==> src/rtl/mul_pkg.sv <==
// Shared definitions for the multi-cycle multiplier: state encoding, signedness
// selector values and the {N,Z,C,V} flag bit positions used by the ALU.
package mul_pkg;

    localparam logic [1:0] S_IDLE    = 2'd0;
    localparam logic [1:0] S_COMPUTE = 2'd1;
    localparam logic [1:0] S_DONE    = 2'd2;

    typedef enum logic [1:0] {
        IDLE    = S_IDLE,
        COMPUTE = S_COMPUTE,
        DONE    = S_DONE
    } mul_state_e;

    localparam logic MUL_UNSIGNED = 1'b0;
    localparam logic MUL_SIGNED   = 1'b1;

    localparam int FLAG_N = 3;
    localparam int FLAG_Z = 2;
    localparam int FLAG_C = 1;
    localparam int FLAG_V = 0;

endpackage

==> src/rtl/mcycle_mul.sv <==
// Multi-cycle WIDTHxWIDTH shift-add multiplier (sign-magnitude for SMULL).
// Optional macro MCYCLE_MUL_EARLY_TERM_EN: leave COMPUTE once the remaining multiplier bits are zero.
module mcycle_mul
    import mul_pkg::*;
#(
    parameter int WIDTH = 32
) (
    input  logic             CLK,
    input  logic             Reset,
    input  logic             Start,
    input  logic             MulSigned,
    input  logic [WIDTH-1:0] Operand1,
    input  logic [WIDTH-1:0] Operand2,
    output logic [WIDTH-1:0] Result1,
    output logic [WIDTH-1:0] Result2,
    output logic [3:0]       MulFlags,
    output logic             Busy,
    output logic             Done
);

    localparam int CW = $clog2(WIDTH + 1);
    localparam logic [CW-1:0] LAST_ITER = CW'(WIDTH - 1);

    function automatic logic [WIDTH-1:0] abs_val(input logic [WIDTH-1:0] v, input logic sgn);
        return (sgn && v[WIDTH-1]) ? ('0 - v) : v;
    endfunction

    function automatic logic [2*WIDTH-1:0] negate(input logic [2*WIDTH-1:0] v);
        return '0 - v;
    endfunction

    mul_state_e         state_q, state_d;
    logic [WIDTH-1:0]   mcand_q, mplier_q;
    logic [2*WIDTH-1:0] acc_q;
    logic [CW-1:0]      cnt_q;
    logic               neg_q;
    logic [2*WIDTH-1:0] res_q;
    logic [3:0]         flags_q;

    logic               signed_op;
    logic [WIDTH:0]     sum;
    logic [2*WIDTH-1:0] acc_step;
    logic [WIDTH-1:0]   mplier_step;
    logic [2*WIDTH-1:0] prod_mag, prod_final;
    logic [3:0]         flags_final;
    logic               last_iter;

    assign signed_op = (MulSigned == MUL_SIGNED);

    // acc holds the partial product scaled by 2^(WIDTH - iterations done);
    // the WIDTH+1-bit sum keeps the carry, which shifts back into the top bit.
    // NOTE: every variable written in an always_comb gets a value on every path (defaults first), otherwise a latch is inferred.
    always_comb begin
        sum         = {1'b0, acc_q[2*WIDTH-1:WIDTH]} + (mplier_q[0] ? {1'b0, mcand_q} : '0);
        acc_step    = {sum, acc_q[WIDTH-1:1]};
        mplier_step = mplier_q >> 1;
`ifdef MCYCLE_MUL_EARLY_TERM_EN
        prod_mag    = acc_q >> (CW'(WIDTH) - cnt_q);
        last_iter   = (cnt_q == LAST_ITER) || (mplier_step == '0);
`else
        prod_mag    = acc_q;
        last_iter   = (cnt_q == LAST_ITER);
`endif
        prod_final  = neg_q ? negate(prod_mag) : prod_mag;
        flags_final = '0;
        flags_final[FLAG_N] = prod_final[2*WIDTH-1];
        flags_final[FLAG_Z] = (prod_final == '0);
        flags_final[FLAG_C] = 1'b0;
        flags_final[FLAG_V] = 1'b0;
    end

    always_comb begin
        state_d = state_q;
        Busy    = 1'b0;
        Done    = 1'b0;
        case (state_q)
            IDLE: begin
                Busy = Start;
                if (Start) state_d = COMPUTE;
            end
            COMPUTE: begin
                Busy = 1'b1;
                if (last_iter) state_d = DONE;
            end
            DONE: begin
                Done    = 1'b1;
                state_d = IDLE;
            end
            default: state_d = IDLE;
        endcase
    end

    // NOTE: sequential state uses non-blocking assignments so every register samples pre-edge values.
    always_ff @(posedge CLK or posedge Reset) begin
        if (Reset) state_q <= IDLE;
        else       state_q <= state_d;
    end

    // NOTE: the working registers are reset along with the result registers, so no X ever reaches Result after reset.
    always_ff @(posedge CLK or posedge Reset) begin
        if (Reset) begin
            mcand_q  <= '0;
            mplier_q <= '0;
            acc_q    <= '0;
            cnt_q    <= '0;
            neg_q    <= 1'b0;
            res_q    <= '0;
            flags_q  <= '0;
        end else begin
            case (state_q)
                IDLE: if (Start) begin
                    mcand_q  <= abs_val(Operand1, signed_op);
                    mplier_q <= abs_val(Operand2, signed_op);
                    neg_q    <= signed_op && (Operand1[WIDTH-1] ^ Operand2[WIDTH-1]);
                    acc_q    <= '0;
                    cnt_q    <= '0;
                end
                COMPUTE: begin
                    acc_q    <= acc_step;
                    mplier_q <= mplier_step;
                    cnt_q    <= cnt_q + CW'(1);
                end
                DONE: begin
                    res_q   <= prod_final;
                    flags_q <= flags_final;
                end
                default: ;
            endcase
        end
    end

    // The final product is presented directly in DONE and held from the registers afterwards.
    logic [2*WIDTH-1:0] result_view;
    assign result_view = (state_q == DONE) ? prod_final : res_q;
    assign Result1     = result_view[WIDTH-1:0];
    assign Result2     = result_view[2*WIDTH-1:WIDTH];
    assign MulFlags    = (state_q == DONE) ? flags_final : flags_q;

endmodule

==> config.mk <==
export PLATFORM = sky130hd
export DESIGN_NAME = mcycle_mul
export DESIGN_NICKNAME = d
export VERILOG_FILES = /design/src/rtl/mul_pkg.sv /design/src/rtl/mcycle_mul.sv
export SDC_FILE = /design/constraint.sdc
export NUM_CORES = 1
export LEC_CHECK = 0
export CAP_MARGIN = 15
export CORE_MARGIN = 10
export CORE_UTILIZATION = 33
export DETAILED_ROUTE_END_ITERATION = 8
export HOLD_SLACK_MARGIN = 0.05
export PLACE_DENSITY = 0.48
export REMOVE_ABC_BUFFERS = 1
export SKIP_CTS_REPAIR_TIMING = 1
export SLEW_MARGIN = 10
export SYNTH_ARGS = -nofsm -noshare
export SYNTH_HDL_FRONTEND = slang
export SYNTH_SLANG_ARGS = --single-unit
==> constraint.sdc <==
create_clock -name CLK -period 9.4 [get_ports CLK]
set_input_delay 1.41 -clock CLK [delete_from_list [all_inputs] [get_ports CLK]]
set_output_delay 1.41 -clock CLK [all_outputs]
set_load 0.01 [all_outputs]
==> results.ini, run 1 <==
[synthesis]
yosys.area.top_type=dfrtp_1
synth_area_mm2=0.0128
ys_async_sr_fraction=1.00
synth-edff-count=0
synth_top_area_share=0.400
synthTopCellsByArea=dfrtp_1 40%, o21ai_0 8.2%, nand2_1 6.2%, xor2_1 5.9%, xnor2_1 4.2%
synth_flop_cell=dfrtp_1
syn_area_per_cell_um2=8.64
ys_ff_latch=205
synth_cell_types=68
ys_seq_area_frac=0.400
ys_warn_count=0
synth_cells=1483

[setup_path]
crit_type=flop to output port
path_cells=nor4_1 > nand4_1 > nor4_1 > nand3_1 > o31ai_1 > xor2_1 > nand2_1 > or4_1 > o31ai_2 > clkdlybuf4s50_1
crit_top_cell=nor4_1
cp-start-kind=flop
arrival_ns=5.42
crit_slowest_cell=nor4_1
max_stage_delay_ns=0.92
cp_max_fo=10
worst_ep_required_time_ns=7.99
setup.worst_path.end_class=output port

[global_route]
antenna_found_initial=0
grt_pass1_wl_um=61100
gr-total-overflow=0
grt.total_usage=0.156
grt_max_degree=97
grt_pass1_vias=10700

[run_status]
status=finished clean

[cells_and_area]
n_antenna_cell=0
layout_common_cells=211 x o21ai_0, 211 x nand2_1, 204 x dfrtp_1
finalNetCount=1663
syn2layout_area_growth_pct=21.7
final_util=0.404
drive_above_1_share=0.0533
stdcell_count=2095
nFillCells=3942

[clock_network]
worst_skew_pair.late_latency_ns=0.55
root_buffer=clkbuf_16
cts_inserted_buffers=28
clkTransAtPathRegs_ns=0.05
clock-sinks=205
cts_tree=built
clk_path_buf_depth=3
h-tree-depth=1

[flow_run]
maxCapViolCount=0

[timing]
max-slew-margin-rel=0.283
period_needed_ns=6.83
fin_crit_sh=0.726
slew_violations=0
max_freq_mhz=147
tightestPinTransition_ns=1.07
final-hold-violation-count=0
finalSetupTns_ns=0
setup_viol=0
whs_ns=0.470
rsz0062_at_grt=false
fin_skew_ns=0.0102

[route]
routedWlPerCell_um=17.9
drc=0
wl_um=37500
vias=10900
drt_iter0_markers=725
vias_per_cell=5.19
drt_pre_antenna_iters=5
ant_nets=0

[floorplan]
die_w_um=217
rows=72
dieArea_mm2=0.0471
core_mm2=0.0386
pin_count=138
die-height_um=217
initial_core_util=0.332

[worst_hold_path]
hold_path_class=flop to flop

[power]
finalPower_mw=3.90
irDropWorstVdd_mv=0.136
powerDensity_mw_per_mm2=250
p_leak_nw=6.61

[place]
gp_congestion=0.844
io_buffers=137
hpwl_um=27400
placed_cells=2045

==> report_power, final <==
group / switching (mW) / internal [mW] / total [mW]
logic: 0.789 / 0.581 / 1.37
clock network: 0.413 / 0.785 / 1.20
registers: 0.273 / 1.06 / 1.33
==> kinds of logic after synthesis <==
family / after synthesis / share of synthesized area
simple gates: 502 / 0.193
compound gates: 454 / 0.222
flops: 205 / 0.400
xor+xnor: 149 / 0.102
buf+inv: 125 / 0.0375
fa+ha+maj: 38 / 0.0377
mux: 10 / 0.00830
==> synthesized netlist by cell type, drive strengths merged, types with 4 or more instances <==
cell type,count
nor2,65
o21a,8
o21ai,211
a22o,34
nor4,23
o22ai,6
clkbuf,93
or2,8
or3,16
o31a,5
a21oi,61
nand4,20
xnor2,62
o31ai,22
mux2i,5
xor2,87
a22oi,29
o41ai,14
and2,41
ha,37
a31oi,13
a32o,7
nand2b,16
nand3,18
nand2,212
mux2,5
inv,21
nor2b,7
nor3,35
and3,6
buf,11
nand4b,4
a21o,14
or4,18
a211oi,5
dfrtp,205
==> metrics by stage <==
step           setup WS, ns  area, um2
2_1_floorplan          2.39      12400
3_3_place_gp           3.21      14500
3_5_place_dp           3.14      14500
4_1_cts                2.53      15600
5_1_grt                2.21      15600
6_report               2.57      15600
==> state kept, by name, indices dropped and copies added (netlist names) <==
signal	flops
flags_q	4
res_q	64
cnt_q	6
state_q	2
mplier_q	32
neg_q	1
acc_q	64
mcand_q	32
==> critical path, delay by kind of cell (launching register included) <==
| family | cells | cell delay [ns] |
|---|---|---|
| compound gates | 2 | 0.63 |
| buf+inv | 1 | 0.61 |
| flops | 1 | 0.49 |
| simple gates | 6 | 2.93 |
| xor+xnor | 1 | 0.20 |
==> path summary, 6_finish.rpt <==
check,start,endpoint,slack [ns],depth (start not counted)
setup reg to reg,acc_q[9],flags_q[2],5.01,9
setup / recovery,acc_q[9],MulFlags[2],2.57,10
hold / removal,mcand_q[14],mcand_q[14],0.47,2
max in group asynchronous,Reset,neg_q,6.71,3
min in group asynchronous,Reset,res_q[34],1.38,2
hold reg to reg,mcand_q[14],mcand_q[14],0.47,2
==> layer usage <==
metal | vias to the layer above | track usage | share of wire
met3 | 41 | 0.0259 | 0.044
met2 | 217 | 0.250 | 0.46
li1 | 5472 | - | -
met4 | 0 | 0.0324 | 0.015
met1 | 5147 | 0.217 | 0.49
met5 | - | 0 | 0
==> layout make-up <==
cell class,count,area (um2),area share
Clock buffer,41,851,0.0546
Clock inverter,9,200,0.0128
Inverter,21,86.3,0.00554
Multi-Input combinational cell,1153,7220,0.463
Sequential cell,205,5130,0.329
Tap cell,518,648,0.0416
Timing Repair Buffer,148,1450,0.0932
No activity file was read; power rests on OpenSTA's default activity.
==> inputs of run 2 (changes only) <==
==> constraint.sdc (replaced) <==
create_clock -name CLK -period 6.85 [get_ports CLK]
set_input_delay 1.0275 -clock CLK [delete_from_list [all_inputs] [get_ports CLK]]
set_output_delay 1.0275 -clock CLK [all_outputs]
set_load 0.01 [all_outputs]
==> results.ini, run 2 (same netlist as run 1, synthesis figures left out) <==
[global_route]
antenna_found_initial=0
grt_pass1_wl_um=61700
grt.total_usage=0.157
gr-total-overflow=0
grt_max_degree=119
grt_pass1_vias=10800

[worst_hold_path]
hold_path_class=flop to flop
hold_depth=2
hp-start=mcand_q[17]
whs_endpoint=mcand_q[17]

[route]
vias=10700
drt_iter0_markers=670
routedWlPerCell_um=17.9
drt_pre_antenna_iters=5
wl_um=37500
ant_nets=0
dr_wl_met3_um=1430
drc=0
wl_met1_um=18400
route.met2.wl_um=17200
vias_per_cell=5.11
top_layer=met4

[place]
post-place-ws_ns=1.01
gp_congestion=0.828
io_buffers=137
placed_cell_area_mm2=0.0146
hpwl_um=27200

[cells_and_area]
syn2layout_area_growth_pct=20.8
seqCellArea_mm2=0.00513
finalNetCount=1665
nFillCells=3981
final_area_mm2=0.0155
n_antenna_cell=0
drive_above_1_share=0.0539
top_regs=acc_q: 64 flops, res_q: 64 flops
final_util=0.401
multi_input_comb_area_mm2=0.00722
layout_common_cells=211 x o21ai_0, 211 x nand2_1, 204 x dfrtp_1

[timing]
period_needed_ns=6.37
fin_ws_ns=0.476
fin_crit_sh=0.930
max_freq_mhz=157
rsz0062_at_grt=false
slew_violations=0
final-hold-violation-count=0
fin_skew_ns=0.0193
finalSetupTns_ns=0
tightestPinTransition_ns=0.871
setup_viol=0
max-slew-margin-rel=0.419
whs_ns=0.471

[flow_run]
maxCapViolCount=0

[floorplan]
dieArea_mm2=0.0471
core_mm2=0.0386
die-height_um=217
rows=72
pin_count=138
die_w_um=217
initial_core_util=0.332

[setup_path]
timing.rr.start=acc_q[23]
cp-start-kind=flop
cp_max_fo=13
arrival_ns=5.35
setup.worst_path.end_class=output port
worst_ep_required_time_ns=5.82
crit_type=flop to output port
timing.rr.end=flags_q[2]
reg2reg_depth=9
reg2reg_slack_ns=2.52

[clock_network]
clock-sinks=205
clkTransAtPathRegs_ns=0.06
cts_inserted_buffers=27
root_buffer=clkbuf_16
h-tree-depth=1
worst_skew_pair.late_latency_ns=0.55
cts_tree=built
clk_path_buf_depth=3

[power]
p_leak_nw=6.57
irDropWorstVdd_mv=0.131
powerDensity_mw_per_mm2=334

[run_status]
status=finished clean

-- run 2: power breakdown --
group	switching [mW]	total (mW)	internal, mW
Sequential	0.369	1.82	1.46
Combinational	1.09	1.89	0.803
Clock	0.562	1.45	0.891
Total	2.02	5.17	3.15
-- run 2: how the worst max path moves through the flow --
stage	from	endpoint	slack [ns]	cells after the start
3_3_place_gp	acc_q[23]	MulFlags[2]	1.10	10
2_1_floorplan	Reset	acc_q[0]	0.23	1
5_1_grt	acc_q[32]	MulFlags[2]	0.07	10
6_report	acc_q[23]	MulFlags[2]	0.48	10
4_1_cts	acc_q[23]	MulFlags[2]	0.42	10
3_5_place_dp	acc_q[23]	MulFlags[2]	1.01	10
-- run 2: layer usage --
metal	track usage	up-vias
li1	-	5506
met1	0.220	4988
met2	0.251	170
met3	0.0234	39
met4	0.0312	0
met5	0	-
-- run 2: area by class of cell --
cell class | instances | share of cell area
inverters | 21 | 0.00558
flip-flops and latches | 205 | 0.332
multi-input cells | 1153 | 0.467
clock buffers | 40 | 0.0526
clock inverters | 8 | 0.00631
repair buffers | 151 | 0.0954
well taps | 518 | 0.0419
-- run 2: critical path, cell delays in order (launching register included) --
cell             delay (ns)
dfrtp_1                0.46
or4_1                  0.64
nor3_2                 0.31
nand4_1                0.60
o41ai_1                0.54
xor2_1                 0.28
nand4_1                0.11
or4_1                  0.52
or4_1                  0.44
o31ai_2                0.29
clkdlybuf4s50_1        0.60
-- run 2: through the flow --
step | total power [mW] | instances
final | 5.17 | 2096
after floorplan | 3.11 | 1379
after detailed placement | 3.74 | 2048
after global routing | 5.56 | 2096
after CTS | 5.22 | 2096
after global placement | 3.73 | 2048
==> inputs of run 3 (changes only) <==
--- a/config.mk
+++ b/config.mk
@@ -5,7 +5,6 @@
 export SDC_FILE = /design/constraint.sdc
 export NUM_CORES = 1
 export LEC_CHECK = 0
-export CAP_MARGIN = 15
 export CORE_MARGIN = 10
 export CORE_UTILIZATION = 33
 export DETAILED_ROUTE_END_ITERATION = 8
==> results of run 3 <==
No change in the layout: final DEF, timing and power equal those of run 2.
